**config.mk**
```make
export PLATFORM = sky130hd
export DESIGN_NAME = dot_seq_ctrl
export DESIGN_NICKNAME = d
export VERILOG_FILES = /design/src/rtl/dot_seq_ctrl.sv
export SDC_FILE = /design/constraint.sdc
export NUM_CORES = 1
export LEC_CHECK = 0
export BUFFER_PORTS_ARGS = -buffer_cell sky130_fd_sc_hd__buf_4
export CAP_MARGIN = 25
export CORE_AREA = 2 2 68 70
export DETAILED_ROUTE_END_ITERATION = 12
export DIE_AREA = 0 0 70 72
export GPL_TIMING_DRIVEN = 0
export PLACE_DENSITY = 0.82
export SETUP_SLACK_MARGIN = 0.1
export SYNTH_ARGS = -nofsm -noshare
export SYNTH_HDL_FRONTEND = slang
export SYNTH_SLANG_ARGS = --single-unit
```
**constraint.sdc**
```tcl
create_clock -name clk -period 1.7 [get_ports clk]
set_input_delay 0.17 -clock clk [delete_from_list [all_inputs] [get_ports clk]]
set_output_delay 0.17 -clock clk [all_outputs]
set_load 0.01 [all_outputs]
```
**src/rtl/dot_seq_ctrl.sv**
```systemverilog
// Byte-serial controller for a dot-product engine: loads A/B operands, fires the
// datapath, waits out its latency and streams the 3-byte result back LSB first.
`timescale 1ns/1ps
module dot_seq_ctrl #(
    parameter int N      = 16,
    parameter int DW     = 8,
    parameter int RW     = 24,
    parameter int DP_LAT = 4
) (
    input  logic          clk,
    input  logic          rst_n,
    input  logic          in_valid,
    output logic          in_ready,
    input  logic [DW-1:0] in_data,
    output logic          mem_we,
    output logic [5:0]    mem_addr,
    output logic [DW-1:0] mem_wdata,
    output logic          dp_start,
    input  logic [RW-1:0] dp_result,
    output logic          out_valid,
    input  logic          out_ready,
    output logic [DW-1:0] out_data,
    output logic          busy,
    output logic          err
);

    localparam int CW = $clog2(N + 1);
    localparam int LW = $clog2(DP_LAT + 1);

    typedef enum logic [1:0] {IDLE, LOAD, WAIT, OUT} state_t;

    state_t        state;
    state_t        next_state;
    logic [CW-1:0] op_cnt;
    logic [1:0]    byte_cnt;
    logic [LW-1:0] lat_cnt;
    logic          base_b;
    logic [RW-1:0] result;
    logic          err_r;
    logic          in_fire;
    logic          out_fire;
    logic          op_last;
    logic          lat_done;
    logic          cmd_a;
    logic          cmd_b;
    logic          cmd_run;

    assign in_fire  = in_valid && in_ready;
    assign out_fire = out_valid && out_ready;
    assign op_last  = (op_cnt == CW'(N - 1));
    assign lat_done = (lat_cnt == LW'(DP_LAT));
    assign cmd_a    = (in_data == DW'(1));
    assign cmd_b    = (in_data == DW'(2));
    assign cmd_run  = (in_data == DW'(3));
    assign busy     = (state != IDLE);
    assign err      = err_r;

    always_ff @(posedge clk or negedge rst_n) begin
        if (!rst_n) begin
            state <= IDLE;
        end else begin
            state <= next_state;
        end
    end

    always_comb begin
        next_state = state;
        case (state)
            IDLE: begin
                if (in_fire) begin
                    if (cmd_a || cmd_b) begin
                        next_state = LOAD;
                    end else if (cmd_run) begin
                        next_state = WAIT;
                    end
                end
            end
            LOAD: if (in_fire && op_last) next_state = IDLE;
            WAIT: if (lat_done) next_state = OUT;
            OUT:  if (out_fire && (byte_cnt == 2'd2)) next_state = IDLE;
            default: next_state = IDLE;
        endcase
    end

    // Counters, operand base, captured result and the sticky error flag.
    always_ff @(posedge clk or negedge rst_n) begin
        if (!rst_n) begin
            op_cnt   <= '0;
            byte_cnt <= '0;
            lat_cnt  <= '0;
            base_b   <= 1'b0;
            result   <= '0;
            err_r    <= 1'b0;
        end else begin
            case (state)
                IDLE: begin
                    op_cnt   <= '0;
                    byte_cnt <= '0;
                    lat_cnt  <= '0;
                    if (in_fire) begin
                        if (cmd_a) base_b <= 1'b0;
                        if (cmd_b) base_b <= 1'b1;
                        if (!(cmd_a || cmd_b || cmd_run)) err_r <= 1'b1;
                    end
                end
                LOAD: begin
                    if (in_fire) op_cnt <= op_last ? '0 : op_cnt + 1'b1;
                end
                WAIT: begin
                    if (lat_done) begin
                        result  <= dp_result;
                        lat_cnt <= '0;
                    end else begin
                        lat_cnt <= lat_cnt + 1'b1;
                    end
                end
                OUT: begin
                    if (out_fire) byte_cnt <= (byte_cnt == 2'd2) ? 2'd0 : byte_cnt + 1'b1;
                end
                default: ;
            endcase
        end
    end

    // Operand writes are combinational so they land in the same cycle as the transfer.
    always_comb begin
        in_ready  = 1'b0;
        mem_we    = 1'b0;
        mem_addr  = '0;
        mem_wdata = '0;
        dp_start  = 1'b0;
        out_valid = 1'b0;
        out_data  = '0;
        case (state)
            IDLE: in_ready = 1'b1;
            LOAD: begin
                in_ready = 1'b1;
                if (in_valid) begin
                    mem_we    = 1'b1;
                    mem_addr  = (base_b ? 6'd16 : 6'd0) + 6'(op_cnt);
                    mem_wdata = in_data;
                end
            end
            WAIT: dp_start = (lat_cnt == '0);
            OUT: begin
                out_valid = 1'b1;
                case (byte_cnt)
                    2'd0:    out_data = result[DW-1:0];
                    2'd1:    out_data = result[2*DW-1:DW];
                    default: out_data = result[3*DW-1:2*DW];
                endcase
            end
            default: ;
        endcase
    end

endmodule

```
After elaboration in Yosys (flattened, before gate mapping)
Index checks and enable logic that the tools add are counted.
{ "totals": {"regBits": 38, "in_bits": 36, "out_inout_bits": 28, "elab_cells": 79} }
{ "classes": {"add_sub_neg": 4, "n_eq_ne": 17, "mux": 29, "bitwise": 1, "n_reduce_logical": 21} }
{ "ops": {"columns": ["cell", "count"], "rows": [
  ["$mux W8", 3],
  ["$eq A8 B2 Y1 const B", 2],
  ["$mux W2", 8],
  ["$pmux W8 S2", 1],
  ["$mux W5", 3],
  ["$mux W6", 2],
  ["$ne A2 B2 Y1 const B", 6],
  ["$pmux W5 S2", 1],
  ["$reduce_bool A2 Y1", 5],
  ["$eq A8 B1 Y1 const B", 1],
  ["$pmux W2 S4", 1],
  ["$mux W1", 7],
  ["$add A5 B5 Y6", 1],
  ["$eq A2 B2 Y1 const B", 3],
  ["$pmux W3 S2", 1],
  ["$reduce_and A2 Y1", 3],
  ["$reduce_and A3 Y1", 2],
  ["$add A5 B1 Y5 const B", 1],
  ["$eq A5 B4 Y1 const B", 1],
  ["$reduce_and A5 Y1", 1],
  ["$eq A2 B1 Y1 const B", 2],
  ["$logic_and A1 B1 Y1", 4],
  ["$logic_not A2 Y1", 2],
  ["$pmux W2 S2", 1],
  ["other kinds (9)", 10]
]} }

Logic depth before layout (Yosys ltp)
{ "logic_depth": {"ltp_word": 7, "ltp_mapped": 6, "mapped_depth_nobuf": 5} }

Worst setup path after synthesis
Ideal clock, no wire load.
{ "synth_timing": {"path_type": "register to register", "from": "register state[1]", "to": "register result[0]", "setup_ns": 0.125, "arrival_ns": 1.437, "required_time_ns": 1.575, "slack_ns": 0.138, "stages_incl_launch_ff": 7, "path_buffers": 2, "synth_period_minus_slack_ns": 1.562, "cell_sequence": "dfrtp_1 > buf_2 > inv_1 > nor2_1 > nand3_2 > buf_2 > mux2_2"} }
{ "synth_via": {"elab_chain_cells": 2} }
{ "synth_lines": {"columns": ["item", "line_no", "source"], "rows": [
  ["from (decl)", "32", "state_t state;"],
  ["from (signal assigned)", "62", "state <= next_state;"],
  ["$eq A2 B2 Y1", "95", "case (state)"],
  ["$reduce_and A2 Y1 (no line)", null, null],
  ["to (signal assigned)", "111", "result <= dp_result;"],
  ["to (decl)", "38", "logic [RW-1:0] result;"]
]} }
No other way between the ends.
A chain may end at the register's enable or synchronous reset.

Worst setup path in the final report
{ "layout_timing": {"from": "register byte_cnt[0]", "to": "output out_data[0]"} }
{ "layout_via": {"elab_chain_cells": 3, "word_cells_on_any_way": 4, "classes_between": "1 x eq/ne; 2 x mux; 1 x reduce/logical"} }
{ "layout_lines": {"columns": ["item", "line_no", "source"], "rows": [
  ["from (decl)", "35", "logic [1:0] byte_cnt;"],
  ["from (signal assigned)", "118", "if (out_fire) byte_cnt <= (byte_cnt == 2'd2) ? 2'd0 : byte_cnt + 1'b1;"],
  ["$eq A2 B1 Y1 or $logic_not A2 Y1 (tied branches)", "147", "case (byte_cnt)"],
  ["$pmux W8 S2 (*)", "147", null],
  ["$mux W8 (*)", "134", "case (state)"],
  ["to (decl)", "22", "output logic [DW-1:0] out_data,"]
]} }
Mark *: on every way between the ends. The rest lies on a longest branch, timed or not.

==> results.yml <==
clock_tree:
  cts_tree: "built"
  clkSlewWorstSetupHoldPaths_ps: 80
  numCtsBuffers: 5
  cts.htree.levels: 2
  clk_latency_ps: 300
  clk_path_buf_depth: 2
  root_buffer: "clkbuf_8"
  cts_sinks: 38
worst_setup_path:
  critical_path_class: "flip-flop to output pin"
  cp.arrival_ps: 1520
  r2r_start: "op_cnt[1]"
  startpoint: "byte_cnt[0]"
  start_kind: "flip-flop"
  cp.required_ps: 1530
  cp-end-kind: "output pin"
  critPathMaxFanout: 5
yosys:
  avgSynthCellArea_um2: 10.3
  synth_fa_ha_area_share_pct: 2.41
  synthMuxAreaShare_pct: 17.4
  ys_types: 37
  ys_ff_latch: 38
  synthCells: 202
  yosys_warnings: 0
  synth_top_cell_by_area: "dfrtp_1"
  ys_seq_area_share_pct: 45.9
  synthXorXnorAreaFrac_pct: 0.422
  yosysTopAreaCellShare_pct: 45.9
  synth_top_family_by_area: "simple AND/OR/NAND/NOR gates"
  synth_fp_nets: 242
  synth_compound_area_share_pct: 10.9
  synthesis.area_mm2: 0.00207
  synth-simple-area-share_pct: 18.8
  netlist_top_cells_area: "dfrtp_1 (46%), mux2_2 (14%), and3_1 (4.2%), mux2i_1 (3.9%), nor2_1 (3.8%)"
power:
  leakagePower_nw: 1.45
  p_total_mw: 4.85
  switching_share_pct: 38.7
  seq_power_share_pct: 32.4
  p_comb_share_pct: 53.9
  p_per_area_mw_per_mm2: 1570
  internal_power_mw: 2.97
  clockPowerShare_pct: 13.6
  p_switching_mw: 1.87
  vdd_drop_max_mv: 1.07
global_routing:
  grt-ovfl-total: 0
  antenna_found_initial: 0
  grt_max_degree: 39
  grt_usage_pct: 20.4
  grt_pass1_vias: 1760
  grt_pass1_wl_mm: 8.18
layout:
  multi_input_area_mm2: 0.00115
  final_common_cell: "buf_4"
  fill_cells: 290
  final-seq-area_um2: 952
  antenna_cells: 0
  final_layout_size_suffix_gt1_share_pct: 51.4
  area_growth_pct: 48.7
  nNetsFinal: 327
  layout_common_cells: "buf_4 (61), dfrtp_1 (37), mux2_2 (25)"
drt:
  routed-wl-met3_um: 269
  highest_layer: "met4"
  wl_met2_mm: 3.25
  vias: 1939
  drtPass1Iterations: 5
  drc_errors: 0
  wl_met1_mm: 2.38
  ant_nets: 0
  drt_iter0_markers: 213
  routedWlPerCell_um: 17.6
  wirelength_mm: 5.97
  routed_via_density: 5.70
placed_design:
  placement.io_buffers: 63
  place.gp.congestion: 0.807
  dpl_worst_slack_ps: -49.6
  place_hpwl_mm: 3.40
floorplanning:
  dieArea_mm2: 0.00504
  core_mm2: 0.00426
  fp-row-count: 24
  dieHeight_um: 72
  initial_core_util_pct: 48.6
  ios: 64
  die_w_um: 70
sta:
  tns_ps: 0
  relSlewSlack_pct: 68.4
  period_share_pct: 99.5
  finalWorstSetupSlack_ps: 8.26
  worst_pin_slew_ps: 474
  hold_viol: 0
  slew_viol_final: 0
  fmax_ghz: 0.591
  fin_skew_ps: 9.30
  rsz0062_at_grt: "yes"
  fin_hold_ws_ps: 99.6
  finalSetupViolCount: 0
  period_needed_ps: 1690
outcome:
  status: "completed"
min_path:
  min_from: "dp_result[0]"
  hold_path.class: "primary input to flip-flop"
flow_run:
  max_cap_viol_count: 0
[kinds of logic after synthesis]
| group | count (synthesis) |
|---|---|
| AO/OA/AOI/OAI | 35 |
| XOR/XNOR | 1 |
| adder cells (fa/ha/maj) | 4 |
| buffers and inverters | 21 |
| flip-flops | 38 |
| multiplexers | 33 |
| AND/OR/NAND/NOR | 70 |
[state kept, by name, summed over array words and instances (netlist names)]
register,count
base_b,1
byte_cnt,2
err,1
lat_cnt,3
op_cnt,5
result,24
state,2
[metal layers]
metal / vias to the layer above / track usage (%)
met1: 968 / 27.5
met2: 72 / 33.8
met5: - / 0
met4: 0 / 7.69
met3: 8 / 3.19
li1: 891 / -
[final timing paths]
kind / slack (ps) / depth (start not counted) / end
max: 8 / 6 / out_data[0]
min: 100 / 2 / result[0]
max reg2reg: 60 / 5 / state[0]
min reg2reg: 470 / 1 / err
max in group asynchronous: 960 / 2 / byte_cnt[1]
min in group asynchronous: 390 / 2 / result[11]
[area by class of cell]
| class | count | share of cell area [%] |
|---|---|---|
| Multi-Input combinational cell | 143 | 37.3 |
| Sequential cell | 38 | 30.9 |
| Timing Repair Buffer | 80 | 21.8 |
| Buffer | 11 | 3.73 |
| Clock buffer | 6 | 2.68 |
| Tap cell | 52 | 2.11 |
| Inverter | 8 | 1.10 |
| Clock inverter | 2 | 0.406 |
[worst max-delay path, stage by stage (launching register included)]
cell and delay (ps):
dfrtp_1 400, buf_8 150, mux2i_2 210, nor2_1 60, a21oi_1 160, nor2_1 90
buf_4 150
[synth_stat cells]
cell	number
a311oi_1	1
nor4_4	1
buf_2	5
xor2_1	1
a21oi_1	11
and2_1	1
nand3_1	2
o41ai_1	1
nor3b_1	3
o22ai_1	1
ha_1	4
clkbuf_1	7
o21ai_1	1
inv_1	8
and4b_1	1
buf_1	1
and4_1	1
dfrtp_1	38
nor2_1	21
nor4b_1	1
nand3_2	1
nor2b_1	3
or4_1	2
o21ai_0	7
a32o_1	1
and3_1	14
mux2_2	25
a21o_1	1
nand4_1	2
and2_2	1
mux2i_1	8
a22o_1	6
a22oi_2	1
nand2_1	12
and3_2	2
or2_2	2
a31oi_1	4
[power by group through the flow]
stage	combinational [mW]	sequential [mW]	clock, mW
finish	2.62	1.57	0.661
global route	2.82	1.61	0.700
CTS	2.14	1.53	0.663
detailed placement	1.90	1.51	0
global placement	1.86	1.49	0
floorplan	1.31	1.45	0
[repair_timing]
item	CTS	global route
hold endpoints to repair	38	0
pin swaps	3	8
buffers inserted	6	7
resized for setup	27	42
hold buffers	1	0
setup endpoints to repair	44	47
gates cloned	2	1
[stage by stage]
step	cells	utilization, %	area, um^2
floorplan	202	-	2070
global placement	317	61.2	2610
detailed placement	317	61.2	2610
CTS	333	67.1	2860
global route	340	72.3	3080
finish	340	72.3	3080
(Power assumes the default switching activity.)
